<file path="src/rtl/axil_dma_pkg.sv">
// Shared register map, field positions and response codes for the DMA descriptor queue.
package axil_dma_pkg;

    localparam logic [3:0]  OFF_ADDR        = 4'h0;
    localparam logic [3:0]  OFF_LEN         = 4'h4;
    localparam logic [3:0]  OFF_CTRL        = 4'h8;
    localparam logic [3:0]  OFF_STATUS      = 4'hC;
    localparam logic [31:0] ADDR_MAC_CONFIG = 32'h100;
    localparam logic [31:0] ADDR_INFO       = 32'h104;

    localparam int CTRL_PUSH_BIT  = 0;
    localparam int CTRL_FLUSH_BIT = 1;
    localparam int STAT_EMPTY_BIT = 8;
    localparam int STAT_FULL_BIT  = 9;
    localparam int STAT_OVF_BIT   = 10;

    localparam logic [1:0] RESP_OKAY   = 2'b00;
    localparam logic [1:0] RESP_DECERR = 2'b11;

    typedef enum logic [2:0] {
        SEL_NONE, SEL_ADDR, SEL_LEN, SEL_CTRL, SEL_STATUS, SEL_MAC, SEL_INFO
    } reg_sel_e;

    typedef struct packed {
        reg_sel_e   sel;
        logic [2:0] ch;
    } reg_dec_t;

    // Channel blocks live below 0x100 at 16-byte strides; byte lanes within a word are ignored.
    function automatic reg_dec_t reg_decode(input logic [31:0] addr, input logic [4:0] ch_count);
        reg_dec_t d;
        d.sel = SEL_NONE;
        d.ch  = addr[6:4];
        if (addr[31:8] == 24'd0) begin
            if ({1'b0, addr[7:4]} < ch_count) begin
                case (addr[3:0] & 4'hC)
                    OFF_ADDR: d.sel = SEL_ADDR;
                    OFF_LEN:  d.sel = SEL_LEN;
                    OFF_CTRL: d.sel = SEL_CTRL;
                    default:  d.sel = SEL_STATUS;
                endcase
            end
        end else if ((addr & ~32'h3) == ADDR_MAC_CONFIG) begin
            d.sel = SEL_MAC;
        end else if ((addr & ~32'h3) == ADDR_INFO) begin
            d.sel = SEL_INFO;
        end
        return d;
    endfunction

endpackage

</file>
<file path="src/rtl/axil_dma_desc_queue_if.sv">
// AXI-lite register port bundle for the descriptor queue.
interface axil_dma_desc_queue_if #(
    parameter int AXIL_DATA_WIDTH = 32,
    parameter int AXIL_ADDR_WIDTH = 12,
    parameter int AXIL_STRB_WIDTH = AXIL_DATA_WIDTH / 8
);
    logic [AXIL_ADDR_WIDTH-1:0] s_axil_awaddr;
    logic [2:0]                 s_axil_awprot;
    logic                       s_axil_awvalid;
    logic                       s_axil_awready;
    logic [AXIL_DATA_WIDTH-1:0] s_axil_wdata;
    logic [AXIL_STRB_WIDTH-1:0] s_axil_wstrb;
    logic                       s_axil_wvalid;
    logic                       s_axil_wready;
    logic [1:0]                 s_axil_bresp;
    logic                       s_axil_bvalid;
    logic                       s_axil_bready;
    logic [AXIL_ADDR_WIDTH-1:0] s_axil_araddr;
    logic [2:0]                 s_axil_arprot;
    logic                       s_axil_arvalid;
    logic                       s_axil_arready;
    logic [AXIL_DATA_WIDTH-1:0] s_axil_rdata;
    logic [1:0]                 s_axil_rresp;
    logic                       s_axil_rvalid;
    logic                       s_axil_rready;

    modport slave (
        input  s_axil_awaddr, s_axil_awprot, s_axil_awvalid, s_axil_wdata, s_axil_wstrb,
               s_axil_wvalid, s_axil_bready, s_axil_araddr, s_axil_arprot, s_axil_arvalid,
               s_axil_rready,
        output s_axil_awready, s_axil_wready, s_axil_bresp, s_axil_bvalid, s_axil_arready,
               s_axil_rdata, s_axil_rresp, s_axil_rvalid
    );

    modport master (
        output s_axil_awaddr, s_axil_awprot, s_axil_awvalid, s_axil_wdata, s_axil_wstrb,
               s_axil_wvalid, s_axil_bready, s_axil_araddr, s_axil_arprot, s_axil_arvalid,
               s_axil_rready,
        input  s_axil_awready, s_axil_wready, s_axil_bresp, s_axil_bvalid, s_axil_arready,
               s_axil_rdata, s_axil_rresp, s_axil_rvalid
    );
endinterface

</file>
<file path="src/rtl/axil_dma_desc_queue_fifo.sv">
// Per-channel descriptor FIFO: flush wins over pop, and a pop frees room for a same-edge push.
module desc_fifo #(
    parameter int DATA_W = 48,
    parameter int DEPTH  = 4
) (
    input  logic                      clk,
    input  logic                      rst,
    input  logic                      i_push,
    input  logic                      i_pop,
    input  logic                      i_flush,
    input  logic [DATA_W-1:0]         i_data,
    output logic [DATA_W-1:0]         o_data,
    output logic                      o_full,
    output logic                      o_empty,
    output logic [$clog2(DEPTH):0]    o_level,
    output logic                      o_drop
);
    localparam int PW = $clog2(DEPTH);

    logic [DATA_W-1:0] r_mem [DEPTH];
    logic [PW-1:0]     r_wr, r_rd;
    logic [PW:0]       r_level;
    logic              w_push, w_pop;

    assign o_empty = (r_level == '0);
    assign o_full  = (r_level == (PW+1)'(DEPTH));
    assign o_level = r_level;
    assign o_data  = r_mem[r_rd];
    assign w_pop   = i_pop && !o_empty && !i_flush;
    assign w_push  = i_push && (!o_full || w_pop || i_flush);
    assign o_drop  = i_push && !w_push;

    always_ff @(posedge clk) begin
        if (rst) begin
            r_wr    <= '0;
            r_rd    <= '0;
            r_level <= '0;
        end else if (i_flush) begin
            r_rd    <= '0;
            r_wr    <= PW'(w_push);
            r_level <= (PW+1)'(w_push);
        end else begin
            if (w_push) r_wr <= r_wr + 1'b1;
            if (w_pop)  r_rd <= r_rd + 1'b1;
            r_level <= r_level + (PW+1)'(w_push) - (PW+1)'(w_pop);
        end
    end

    always_ff @(posedge clk) begin
        if (w_push) r_mem[i_flush ? PW'(0) : r_wr] <= i_data;
    end
endmodule

</file>
<file path="src/rtl/axil_dma_desc_queue.sv">
// AXI-lite programmed DMA descriptor queues: stage ADDR/LEN, push via CTRL, drain on m_axis_desc_*.
module axil_dma_desc_queue
    import axil_dma_pkg::*;
#(
    parameter int AXIL_DATA_WIDTH = 32,
    parameter int AXIL_ADDR_WIDTH = 12,
    parameter int AXIL_STRB_WIDTH = AXIL_DATA_WIDTH / 8,
    parameter int AXI_ADDR_WIDTH  = 32,
    parameter int LEN_WIDTH       = 16,
    parameter int CH_COUNT        = 2,
    parameter int FIFO_DEPTH      = 4
) (
    input  logic                               clk,
    input  logic                               rst,
    axil_dma_desc_queue_if.slave               s_axil,
    output logic                               mii_mode,
    output logic [CH_COUNT*AXI_ADDR_WIDTH-1:0] m_axis_desc_addr,
    output logic [CH_COUNT*LEN_WIDTH-1:0]      m_axis_desc_len,
    output logic [CH_COUNT-1:0]                m_axis_desc_valid,
    input  logic [CH_COUNT-1:0]                m_axis_desc_ready
);
    localparam int LW = $clog2(FIFO_DEPTH) + 1;
    localparam int DW = AXI_ADDR_WIDTH + LEN_WIDTH;

    typedef logic [AXIL_ADDR_WIDTH-1:0] axil_addr_t;

    axil_addr_t                 w_awaddr, w_araddr;
    reg_dec_t                   w_wdec, w_rdec;
    logic                       w_wr_acc, w_rd_acc, w_unused;
    logic [AXIL_DATA_WIDTH-1:0] w_wmask, w_wdata, w_rdata;
    logic [1:0]                 w_rresp;

    logic                       r_bvalid, r_rvalid, r_mii;
    logic [1:0]                 r_bresp, r_rresp;
    logic [AXIL_DATA_WIDTH-1:0] r_rdata;
    logic [AXI_ADDR_WIDTH-1:0]  r_addr [CH_COUNT];
    logic [LEN_WIDTH-1:0]       r_len  [CH_COUNT];
    logic [CH_COUNT-1:0]        r_push, r_flush, r_ovf;
    logic [CH_COUNT-1:0]        w_full, w_empty, w_drop;
    logic [LW-1:0]              w_level [CH_COUNT];

    assign w_awaddr = s_axil.s_axil_awaddr;
    assign w_araddr = s_axil.s_axil_araddr;
    assign w_wdata  = s_axil.s_axil_wdata;
    assign w_wdec   = reg_decode(32'(w_awaddr), 5'(CH_COUNT));
    assign w_rdec   = reg_decode(32'(w_araddr), 5'(CH_COUNT));
    assign w_unused = ^{s_axil.s_axil_awprot, s_axil.s_axil_arprot};

    // Ready is a combinational grant so the handshake completes in the cycle both valids show up.
    assign w_wr_acc = !rst && s_axil.s_axil_awvalid && s_axil.s_axil_wvalid && !r_bvalid;
    assign w_rd_acc = !rst && s_axil.s_axil_arvalid && !r_rvalid;

    assign s_axil.s_axil_awready = w_wr_acc;
    assign s_axil.s_axil_wready  = w_wr_acc;
    assign s_axil.s_axil_bvalid  = r_bvalid;
    assign s_axil.s_axil_bresp   = r_bresp;
    assign s_axil.s_axil_arready = w_rd_acc;
    assign s_axil.s_axil_rvalid  = r_rvalid;
    assign s_axil.s_axil_rresp   = r_rresp;
    assign s_axil.s_axil_rdata   = r_rdata;
    assign mii_mode              = r_mii;

    always_comb begin
        w_wmask = '0;
        for (int i = 0; i < AXIL_STRB_WIDTH; i++) w_wmask[8*i +: 8] = {8{s_axil.s_axil_wstrb[i]}};
    end

    always_comb begin
        w_rdata = '0;
        w_rresp = (w_rdec.sel == SEL_NONE) ? RESP_DECERR : RESP_OKAY;
        if (w_rdec.sel == SEL_MAC)  w_rdata[0] = r_mii;
        if (w_rdec.sel == SEL_INFO) w_rdata = {16'd0, 8'(FIFO_DEPTH), 8'(CH_COUNT)};
        for (int c = 0; c < CH_COUNT; c++) begin
            if (w_rdec.ch == 3'(c)) begin
                case (w_rdec.sel)
                    SEL_ADDR: w_rdata = 32'(r_addr[c]);
                    SEL_LEN:  w_rdata = 32'(r_len[c]);
                    SEL_STATUS: begin
                        w_rdata[7:0]           = 8'(w_level[c]);
                        w_rdata[STAT_EMPTY_BIT] = w_empty[c];
                        w_rdata[STAT_FULL_BIT]  = w_full[c];
                        w_rdata[STAT_OVF_BIT]   = r_ovf[c];
                    end
                    default: ;
                endcase
            end
        end
    end

    // Push/flush are registered so the queue updates on the edge after the write handshake.
    always_ff @(posedge clk) begin
        if (rst) begin
            r_bvalid <= 1'b0;
            r_bresp  <= RESP_OKAY;
            r_mii    <= 1'b0;
            r_push   <= '0;
            r_flush  <= '0;
            r_ovf    <= '0;
            for (int c = 0; c < CH_COUNT; c++) begin
                r_addr[c] <= '0;
                r_len[c]  <= '0;
            end
        end else begin
            r_push  <= '0;
            r_flush <= '0;
            if (w_wr_acc) begin
                r_bvalid <= 1'b1;
                r_bresp  <= (w_wdec.sel == SEL_NONE) ? RESP_DECERR : RESP_OKAY;
                if (w_wdec.sel == SEL_MAC && s_axil.s_axil_wstrb[0]) r_mii <= w_wdata[0];
                for (int c = 0; c < CH_COUNT; c++) begin
                    if (w_wdec.ch == 3'(c)) begin
                        case (w_wdec.sel)
                            SEL_ADDR: r_addr[c] <= AXI_ADDR_WIDTH'((32'(r_addr[c]) & ~w_wmask) | (w_wdata & w_wmask));
                            SEL_LEN:  r_len[c]  <= LEN_WIDTH'((32'(r_len[c]) & ~w_wmask) | (w_wdata & w_wmask));
                            SEL_CTRL: begin
                                r_push[c]  <= s_axil.s_axil_wstrb[0] && w_wdata[CTRL_PUSH_BIT];
                                r_flush[c] <= s_axil.s_axil_wstrb[0] && w_wdata[CTRL_FLUSH_BIT];
                            end
                            SEL_STATUS: if (s_axil.s_axil_wstrb[1] && w_wdata[STAT_OVF_BIT]) r_ovf[c] <= 1'b0;
                            default: ;
                        endcase
                    end
                end
            end else if (r_bvalid && s_axil.s_axil_bready) begin
                r_bvalid <= 1'b0;
            end
            for (int c = 0; c < CH_COUNT; c++) if (w_drop[c]) r_ovf[c] <= 1'b1;
        end
    end

    always_ff @(posedge clk) begin
        if (rst) begin
            r_rvalid <= 1'b0;
            r_rresp  <= RESP_OKAY;
            r_rdata  <= '0;
        end else if (w_rd_acc) begin
            r_rvalid <= 1'b1;
            r_rresp  <= w_rresp;
            r_rdata  <= w_rdata;
        end else if (r_rvalid && s_axil.s_axil_rready) begin
            r_rvalid <= 1'b0;
        end
    end

    for (genvar g = 0; g < CH_COUNT; g++) begin : g_ch
        logic [DW-1:0] w_head;
        desc_fifo #(.DATA_W(DW), .DEPTH(FIFO_DEPTH)) u_fifo (
            .clk     (clk),
            .rst     (rst),
            .i_push  (r_push[g]),
            .i_pop   (m_axis_desc_ready[g]),
            .i_flush (r_flush[g]),
            .i_data  ({r_addr[g], r_len[g]}),
            .o_data  (w_head),
            .o_full  (w_full[g]),
            .o_empty (w_empty[g]),
            .o_level (w_level[g]),
            .o_drop  (w_drop[g])
        );
        assign m_axis_desc_addr[g*AXI_ADDR_WIDTH +: AXI_ADDR_WIDTH] = w_head[DW-1 -: AXI_ADDR_WIDTH];
        assign m_axis_desc_len[g*LEN_WIDTH +: LEN_WIDTH]            = w_head[LEN_WIDTH-1:0];
        assign m_axis_desc_valid[g]                                 = !w_empty[g];
    end
endmodule

</file>
<file path="src/flat_wrapper.sv">
// flat-port wrapper written by rule: the top's interface ports become plain ports
module axil_dma_desc_queue_flat import axil_dma_pkg::*;
#(
    parameter int AXIL_DATA_WIDTH = 32,
    parameter int AXIL_ADDR_WIDTH = 12,
    parameter int AXIL_STRB_WIDTH = AXIL_DATA_WIDTH / 8,
    parameter int AXI_ADDR_WIDTH  = 32,
    parameter int LEN_WIDTH       = 16,
    parameter int CH_COUNT        = 2,
    parameter int FIFO_DEPTH      = 4
)
  (clk, rst, mii_mode, m_axis_desc_addr, m_axis_desc_len, m_axis_desc_valid, m_axis_desc_ready, s_axil_s_axil_awaddr, s_axil_s_axil_awprot, s_axil_s_axil_awvalid, s_axil_s_axil_wdata, s_axil_s_axil_wstrb, s_axil_s_axil_wvalid, s_axil_s_axil_bready, s_axil_s_axil_araddr, s_axil_s_axil_arprot, s_axil_s_axil_arvalid, s_axil_s_axil_rready, s_axil_s_axil_awready, s_axil_s_axil_wready, s_axil_s_axil_bresp, s_axil_s_axil_bvalid, s_axil_s_axil_arready, s_axil_s_axil_rdata, s_axil_s_axil_rresp, s_axil_s_axil_rvalid);
  axil_dma_desc_queue_if #(.AXIL_DATA_WIDTH(AXIL_DATA_WIDTH), .AXIL_ADDR_WIDTH(AXIL_ADDR_WIDTH), .AXIL_STRB_WIDTH(AXIL_STRB_WIDTH)) s_axil_i ();
  input  logic clk;
  input  logic rst;
  output logic mii_mode;
  output logic [CH_COUNT*AXI_ADDR_WIDTH-1:0] m_axis_desc_addr;
  output logic [CH_COUNT*LEN_WIDTH-1:0] m_axis_desc_len;
  output logic [CH_COUNT-1:0] m_axis_desc_valid;
  input  logic [CH_COUNT-1:0] m_axis_desc_ready;
  input wire logic [$bits(s_axil_i.s_axil_awaddr)-1:0] s_axil_s_axil_awaddr;
  input wire logic [$bits(s_axil_i.s_axil_awprot)-1:0] s_axil_s_axil_awprot;
  input wire logic [$bits(s_axil_i.s_axil_awvalid)-1:0] s_axil_s_axil_awvalid;
  input wire logic [$bits(s_axil_i.s_axil_wdata)-1:0] s_axil_s_axil_wdata;
  input wire logic [$bits(s_axil_i.s_axil_wstrb)-1:0] s_axil_s_axil_wstrb;
  input wire logic [$bits(s_axil_i.s_axil_wvalid)-1:0] s_axil_s_axil_wvalid;
  input wire logic [$bits(s_axil_i.s_axil_bready)-1:0] s_axil_s_axil_bready;
  input wire logic [$bits(s_axil_i.s_axil_araddr)-1:0] s_axil_s_axil_araddr;
  input wire logic [$bits(s_axil_i.s_axil_arprot)-1:0] s_axil_s_axil_arprot;
  input wire logic [$bits(s_axil_i.s_axil_arvalid)-1:0] s_axil_s_axil_arvalid;
  input wire logic [$bits(s_axil_i.s_axil_rready)-1:0] s_axil_s_axil_rready;
  output wire logic [$bits(s_axil_i.s_axil_awready)-1:0] s_axil_s_axil_awready;
  output wire logic [$bits(s_axil_i.s_axil_wready)-1:0] s_axil_s_axil_wready;
  output wire logic [$bits(s_axil_i.s_axil_bresp)-1:0] s_axil_s_axil_bresp;
  output wire logic [$bits(s_axil_i.s_axil_bvalid)-1:0] s_axil_s_axil_bvalid;
  output wire logic [$bits(s_axil_i.s_axil_arready)-1:0] s_axil_s_axil_arready;
  output wire logic [$bits(s_axil_i.s_axil_rdata)-1:0] s_axil_s_axil_rdata;
  output wire logic [$bits(s_axil_i.s_axil_rresp)-1:0] s_axil_s_axil_rresp;
  output wire logic [$bits(s_axil_i.s_axil_rvalid)-1:0] s_axil_s_axil_rvalid;
  assign s_axil_i.s_axil_awaddr = s_axil_s_axil_awaddr;
  assign s_axil_i.s_axil_awprot = s_axil_s_axil_awprot;
  assign s_axil_i.s_axil_awvalid = s_axil_s_axil_awvalid;
  assign s_axil_i.s_axil_wdata = s_axil_s_axil_wdata;
  assign s_axil_i.s_axil_wstrb = s_axil_s_axil_wstrb;
  assign s_axil_i.s_axil_wvalid = s_axil_s_axil_wvalid;
  assign s_axil_i.s_axil_bready = s_axil_s_axil_bready;
  assign s_axil_i.s_axil_araddr = s_axil_s_axil_araddr;
  assign s_axil_i.s_axil_arprot = s_axil_s_axil_arprot;
  assign s_axil_i.s_axil_arvalid = s_axil_s_axil_arvalid;
  assign s_axil_i.s_axil_rready = s_axil_s_axil_rready;
  assign s_axil_s_axil_awready = s_axil_i.s_axil_awready;
  assign s_axil_s_axil_wready = s_axil_i.s_axil_wready;
  assign s_axil_s_axil_bresp = s_axil_i.s_axil_bresp;
  assign s_axil_s_axil_bvalid = s_axil_i.s_axil_bvalid;
  assign s_axil_s_axil_arready = s_axil_i.s_axil_arready;
  assign s_axil_s_axil_rdata = s_axil_i.s_axil_rdata;
  assign s_axil_s_axil_rresp = s_axil_i.s_axil_rresp;
  assign s_axil_s_axil_rvalid = s_axil_i.s_axil_rvalid;
  axil_dma_desc_queue #(.AXIL_DATA_WIDTH(AXIL_DATA_WIDTH), .AXIL_ADDR_WIDTH(AXIL_ADDR_WIDTH), .AXIL_STRB_WIDTH(AXIL_STRB_WIDTH), .AXI_ADDR_WIDTH(AXI_ADDR_WIDTH), .LEN_WIDTH(LEN_WIDTH), .CH_COUNT(CH_COUNT), .FIFO_DEPTH(FIFO_DEPTH)) u_core (.clk(clk), .rst(rst), .s_axil(s_axil_i), .mii_mode(mii_mode), .m_axis_desc_addr(m_axis_desc_addr), .m_axis_desc_len(m_axis_desc_len), .m_axis_desc_valid(m_axis_desc_valid), .m_axis_desc_ready(m_axis_desc_ready));
endmodule
</file>
<file path="config.mk">
export PLATFORM = sky130hd
export DESIGN_NAME = axil_dma_desc_queue_flat
export DESIGN_NICKNAME = d
export VERILOG_FILES = /design/src/rtl/axil_dma_pkg.sv /design/src/rtl/axil_dma_desc_queue_if.sv /design/src/rtl/axil_dma_desc_queue_fifo.sv /design/src/rtl/axil_dma_desc_queue.sv /design/src/flat_wrapper.sv
export SDC_FILE = /design/constraint.sdc
export NUM_CORES = 1
export LEC_CHECK = 0
export ABC_AREA = 1
export BUFFER_PORTS_ARGS = -buffer_cell sky130_fd_sc_hd__buf_2
export CORE_AREA = 2 2 222 224
export CTS_BUF_LIST = sky130_fd_sc_hd__clkbuf_8
export CTS_CLUSTER_DIAMETER = 150
export DETAILED_ROUTE_END_ITERATION = 12
export DIE_AREA = 0 0 224 226
export PLACE_DENSITY = 0.71
export SYNTH_ARGS = -nofsm -noshare
export SYNTH_HDL_FRONTEND = slang
export SYNTH_HIERARCHICAL = 1
export SYNTH_SLANG_ARGS = --single-unit
</file>
<file path="constraint.sdc">
create_clock -name clk -period 5.9 [get_ports clk]
set_clock_uncertainty 0.2 [all_clocks]
set_input_delay 1.18 -clock clk [delete_from_list [all_inputs] [get_ports clk]]
set_output_delay 1.18 -clock clk [all_outputs]
set_load 0.05 [all_outputs]
</file>
; ---- Yosys cells after proc, flatten, opt, wreduce, memory -nomap -nowiden
; Memories as Yosys holds them, arrays and structs flattened. A register that Yosys moved wholly into a read port is not among the register bits.
; Cells that the tools add are included.
[word_totals]
regBits = 59
ramBits = 480
in_bits = 75
out_inout_bits = 140
wordCells = 211
memories = 4
[memory_table]
columns = memory, words, width, rd, rd_clocked_by_memory_dff, write_ports, line
row1 = u_core.g_ch[0].u_fifo.r_mem, 4, 48, 1, 1, 1, axil_dma_desc_queue_fifo.sv:20  ; logic [DATA_W-1:0] r_mem [DEPTH];
row2 = u_core.g_ch[1].u_fifo.r_mem, 4, 48, 1, 1, 1, axil_dma_desc_queue_fifo.sv:20
row3 = u_core.r_addr, 2, 32, 2, 0, 2, axil_dma_desc_queue.sv:36  ; logic [AXI_ADDR_WIDTH-1:0] r_addr [CH_COUNT];
row4 = u_core.r_len, 2, 16, 2, 0, 2, axil_dma_desc_queue.sv:37  ; logic [LEN_WIDTH-1:0] r_len [CH_COUNT];
[op_classes]
add_sub_neg = 8
order_cmp = 2
eq_ne = 22
muxes = 73
bitwise = 17
reduce_logical = 63
[op_table]
columns = operator, count
row1 = 32-bit 2-to-1 mux, 4
row2 = 32-bit AND, 3
row3 = 21-bit case mux with 2 select lines, 2
row4 = 11-bit case mux with 3 select lines, 2
row5 = 32-bit bitwise OR, 2
row6 = 1-bit 2-to-1 mux, 43
row7 = "10-bit by 7-bit == test with 1-bit output, second input constant", 4
row8 = 16-bit AND, 2
row9 = 16-bit 2-to-1 mux, 2
row10 = 32-bit inverter, 1
row11 = 16-bit bitwise OR, 2
row12 = 3-bit 2-to-1 mux, 8
row13 = 2-bit nonzero test, 12
row14 = "3-bit == test, second input constant", 7
row15 = 1-bit logical AND, 19
row16 = 3-bit zero test, 6
row17 = 2-bit 2-to-1 mux, 9
row18 = 3-bit case mux with 3 select lines, 2
row19 = 4-bit zero test, 4
row20 = "3-bit by 1-bit == test with 1-bit output, second input constant", 4
row21 = 1-bit zero test, 11
row22 = 11-bit 2-to-1 mux, 1
row23 = "3-bit by 2-bit == test with 1-bit output, second input constant", 3
row24 = "2-bit by 1-bit adder with 2-bit output, second input constant", 4
row25 = 12 further kinds, 28

; ---- Logic depth before layout (Yosys ltp)
[logic_depth]
word_depth = 11
ltp_mapped = 17
ltp_nobuf = 16

; ---- Modules after synthesis
; The synthesis kept the hierarchy.
[by_module_without_submodules]
columns = mod, n_inst, cells_each, area_per_inst_um2, seq_area_each_um2
row1 = desc_fifo (u_core.g_ch[0].u_fifo), 1, 534, 7647.3, 5945.7
row2 = desc_fifo (u_core.g_ch[1].u_fifo), 1, 534, 7644.8, 5945.7
row3 = axil_dma_desc_queue, 1, 872, 7248.2, 3743.6

; ---- Worst setup path after synthesis
; OpenSTA, ideal clock, no wires.
[synth_path]
kind = input port to flip-flop
from = in m_axis_desc_ready[0]
to = mem u_core.g_ch[0].u_fifo.r_mem[3][0], enable pin
setup_ns = 0.513
t_arrival_ns = 4.755
required_ns = 5.187
setup_slack_ns = 0.431
path_stages = 4
n_path_buf = 0
path_cell_list = inv_1 -> nand4_1 -> nand2_1 -> nor3_1
[synth_between]
elab_chain_cells = 7
[synth_rtl]
columns = element, line
row1 = from (decl), flat_wrapper.sv:20  ; input logic [CH_COUNT-1:0] m_axis_desc_ready;
row2 = 1-bit logical AND (2 in series), axil_dma_desc_queue_fifo.sv:29  ; assign w_pop = i_pop && !o_empty && !i_flush;
row3 = 1-bit logical OR (2 in series), axil_dma_desc_queue_fifo.sv:30  ; assign w_push = i_push && (!o_full || w_pop || i_flush);
row4 = 1-bit logical AND, axil_dma_desc_queue_fifo.sv:30
row5 = 1-bit 2-to-1 mux (2 in series), axil_dma_desc_queue_fifo.sv:50  ; if (w_push) r_mem[i_flush ? PW'(0) : r_wr] <= i_data;
row6 = to (decl), axil_dma_desc_queue_fifo.sv:20
; No other way between the ends.

==> results.txt <==
----------------------------------------------------
[Floorplan]
  Top-level I/O count ... 215
  Number of placement rows ... 81
  Chip Height ... 226 um
  Die X ... 224 um
  CORE AREA ... 0.0483 mm^2
  Die footprint ... 0.0506 mm^2
  Starting density of the core ... 0.466

[Run]
  Number of max-capacitance violations reported ... 0

[Clock network]
  Clk Latency, worst-skew pair ... 640 ps
  CTS clk-pin slew, worst paths ... 60 ps
  Clk buf depth ... 3
  Clock root buffer ... clkbuf_8
  TritonCTS clock tree ... built
  Number of resized instances in the post-cts repair step ... 0
  Number of buffers created by CTS ... 87
  Depth of the CTS H-tree ... 3
  Clk sink count ... 541
  Post-CTS Setup Repair Bufs ... 0
  Number of hold buffers added after CTS ... 0

[Yosys]
  Post-synth design cell area ... 0.0225 mm^2
  Number of distinct standard cells referenced by the synthesized netlist ... 45
  Post-synthesis register bit count ... 541
  Top-area cell type share of the netlist area ... 0.639
  Post-Synthesis Net Count ... 2029
  Cell types with the largest area share after synthesis ... edfxtp_1 64%, dfxtp_1 5.4%, nor2_1 5.4%
  Post-Synthesis Cells ... 1940
  Mean Syn Cell Area ... 11.6 um^2
  Sequential fraction of the synthesis area ... 0.694
  Number of warnings issued by yosys ... 6
  Synth area leader ... edfxtp_1

[Setup path]
  Worst endpoint required time ... 4520 ps
  Crit path max-delay cell type ... dfxtp_2
  Biggest fanout along the worst timing path ... 50
  Type of element launching the critical path ... flip-flop
  Worst setup path class ... flip-flop to output pin
  Largest stage delay on the critical path ... 930 ps
  Crit. End Element ... output pin
  Critical path, cell by cell ... buf_4 > o21ai_0 > o22ai_1 > buf_2
  CP Data Arrival Time ... 3130 ps
  Reg2reg start ... u_core/g_ch[1].u_fifo/o_level[1]

[Layout]
  Synthesis-to-layout area growth ... 13.0%
  Seq. cell area ... 0.0156 mm^2
  Nets ... 2238
  Multi-input combinational cell area ... 0.00575 mm^2
  Fraction of final layout cells with drive strength greater than 1 ... 0.192
  Number of fill cells ... 4081

[GRT]
  Antenna violations before repair ... 2
  Wire length of the first global-routing pass ... 82500 um
  Vias in the first global route ... 14400
  Final global-route overflow total ... 0
  Overall routing resource usage ... 0.216
  Largest net degree at the start of global routing ... 97

[Power and ir drop]
  Combinational share of power ... 0.243
  Sequential Power Share ... 0.450
  Clock share of power ... 0.307
  Static leakage ... 9.68 nW
  Net switching power ... 3.44 mW
  IR Drop Worst-Case VDD ... 0.000223 V
  Switching share of total power ... 0.354
  Total Power ... 9.72 mW
  Int Power ... 6.28 mW
  Power per unit of standard cell area ... 382 mW/mm^2

[Run status]
  Outcome ... finished, final reports clean

[Timing]
  Final critical path time including I/O delays and setup ... 4510 ps
  Final Max Tran Viols ... 0
  Period utilisation layout ... 0.764
  Worst slew margin relative to its limit ... 0.238
  Setup repair after global routing missed its margin ... no
  Timing-limited maximum frequency ... 0.222 GHz
  Total Neg Setup Slack ... 0 ps
  Number of endpoints with negative hold slack in the final report ... 0
  Worst-margin pin slew ... 1140 ps
  Total setup violations reported at the end of the flow ... 0

[Route]
  Via count ... 15600
  Starting DRT DRC Count ... 1675
  Detail Route Antenna Nets ... 0
  Vias per cell ... 5.49
  DRC Markers ... 0
  Total wirelength of the detailed-routed design ... 56300 um
  Iteration count of the initial detailed-routing pass ... 6
  Routed length per instance ... 19.8 um

[Min path]
  Hold Path Class ... flip-flop to flip-flop
  Worst hold path startpoint ... u_core/s_axil.s_axil_rdata[16]

[Place]
  Routability cong. ... 0.879
  HPWL after detailed placement ... 35200 um
  Number of buffers added on ports ... 204

----------------------------------------------------
## cells in the final DEF (no fill, tap or decap), types with 7 or more instances in the layout
cell,count
buf_4,21
nor2_2,28
inv_1,139
nand2_2,12
inv_2,7
o22ai_1,96
clkinv_1,14
o21ai_1,28
clkinv_2,16
edfxtp_1,480
nor2_1,319
o21ai_0,180
a21oi_1,138
buf_2,204
clkbuf_8,94
a22o_1,19
nand3_1,53
dfxtp_1,59
ha_1,12
nand2_1,234
## sequential cells by signal, summed over array words and instances (netlist names), named ones only
register / cells
u_core/g_ch.u_fifo/r_mem: 384
u_core/r_addr: 64
u_core/r_len: 32
u_core/s_axil.s_axil_rdata: 32
u_core/g_ch.u_fifo/o_level: 6
u_core/g_ch.u_fifo/r_rd: 4
u_core/g_ch.u_fifo/r_wr: 4
u_core/r_flush: 2
u_core/r_ovf: 2
u_core/r_push: 2
u_core/mii_mode: 1
u_core/s_axil.s_axil_bresp: 1
u_core/s_axil.s_axil_bvalid: 1
u_core/s_axil.s_axil_rresp: 1
u_core/s_axil.s_axil_rvalid: 1
## power by group through the flow
stage / clock network, mW / logic (mW) / registers [mW]
floorplan: 0 / 1.91 / 4.39
detailed placement: 0 / 2.38 / 4.46
global route: 3.22 / 2.52 / 4.39
finish: 2.98 / 2.37 / 4.38
global placement: 0 / 2.34 / 4.45
CTS: 3.05 / 2.38 / 4.38
## metrics by stage
stage / setup WS (ps) / hold slack (ps) / std cells / area (um^2) / util
2_1_floorplan: 431 / 248 / 1940 / 22500 / -
3_3_place_gp: 2080 / 255 / 2682 / 23800 / 0.493
3_5_place_dp: 1990 / 253 / 2682 / 23800 / 0.493
4_1_cts: 1270 / 262 / 2841 / 25500 / 0.527
5_1_grt: 1190 / 280 / 2842 / 25500 / 0.527
6_report: 1390 / 265 / 2843 / 25500 / 0.527
## path summary, 6_finish.rpt
path,endpoint,slack (ps),depth (start not counted)
worst min-delay path,u_core/s_axil.s_axil_rdata[16],260,2
worst max-delay path,m_axis_desc_addr[10],1390,4
worst max register to register,u_core/g_ch[1].u_fifo/r_mem[0][43],3270,5
worst min register to register,u_core/s_axil.s_axil_rdata[16],260,2
## synthesized netlist by cell type
cell	count
a21boi_0	1
a21oi_1	138
a21oi_4	2
a22o_1	19
a41oi_1	1
and2_1	1
and3_1	2
buf_12	4
buf_2	22
buf_4	14
buf_6	20
buf_8	1
clkbuf_1	30
clkbuf_2	10
clkbuf_4	4
clkinv_1	1
dfxtp_1	61
edfxtp_1	480
fa_1	2
ha_1	12
inv_1	110
inv_2	7
inv_4	1
inv_6	4
nand2_1	234
nand2_2	12
nand2_4	6
nand3_1	53
nand3_2	6
nand4_1	5
nor2_1	323
nor2_2	27
nor2_4	2
nor3_1	7
nor3_2	1
nor3_4	1
o211ai_1	3
o211ai_2	1
o21ai_0	184
o21ai_1	26
o21ai_2	1
o22ai_1	96
o31ai_1	1
or2_1	1
xor2_1	3
## layer usage
layer  global-route usage  part of all wire  vias up
li1                     -                 -     7275
met1                0.276              0.40     7511
met2                0.365              0.49      720
met3               0.0437             0.080       88
met4               0.0787             0.025        2
met5                    0           0.00018        -
## final cells by class
class | instances | area share
flip-flops and latches | 541 | 0.614
inverters | 123 | 0.0190
repair buffers | 225 | 0.0463
multi-input cells | 1171 | 0.226
well taps | 622 | 0.0306
clock buffers | 94 | 0.0508
clock inverters | 65 | 0.0132
diodes | 2 | 0.000197
## worst max-delay path, delay by kind of cell, from the launching register on
family,cells,cell delay [ps]
flip-flops,1,930
buffers and inverters,2,920
AO/OA/AOI/OAI,2,600
## logic make-up after synthesis
logic type                 after synthesis  share of synthesized area
and+or+nand+nor                        681                      0.127
AOI/OAI and AO/OA                      473                      0.116
buffers and inverters                  228                     0.0538
adders and majority gates               14                    0.00844
xor gates and xnor gates                 3                    0.00117
DFF                                    541                      0.694
Power figures use the tool's default switching activity.
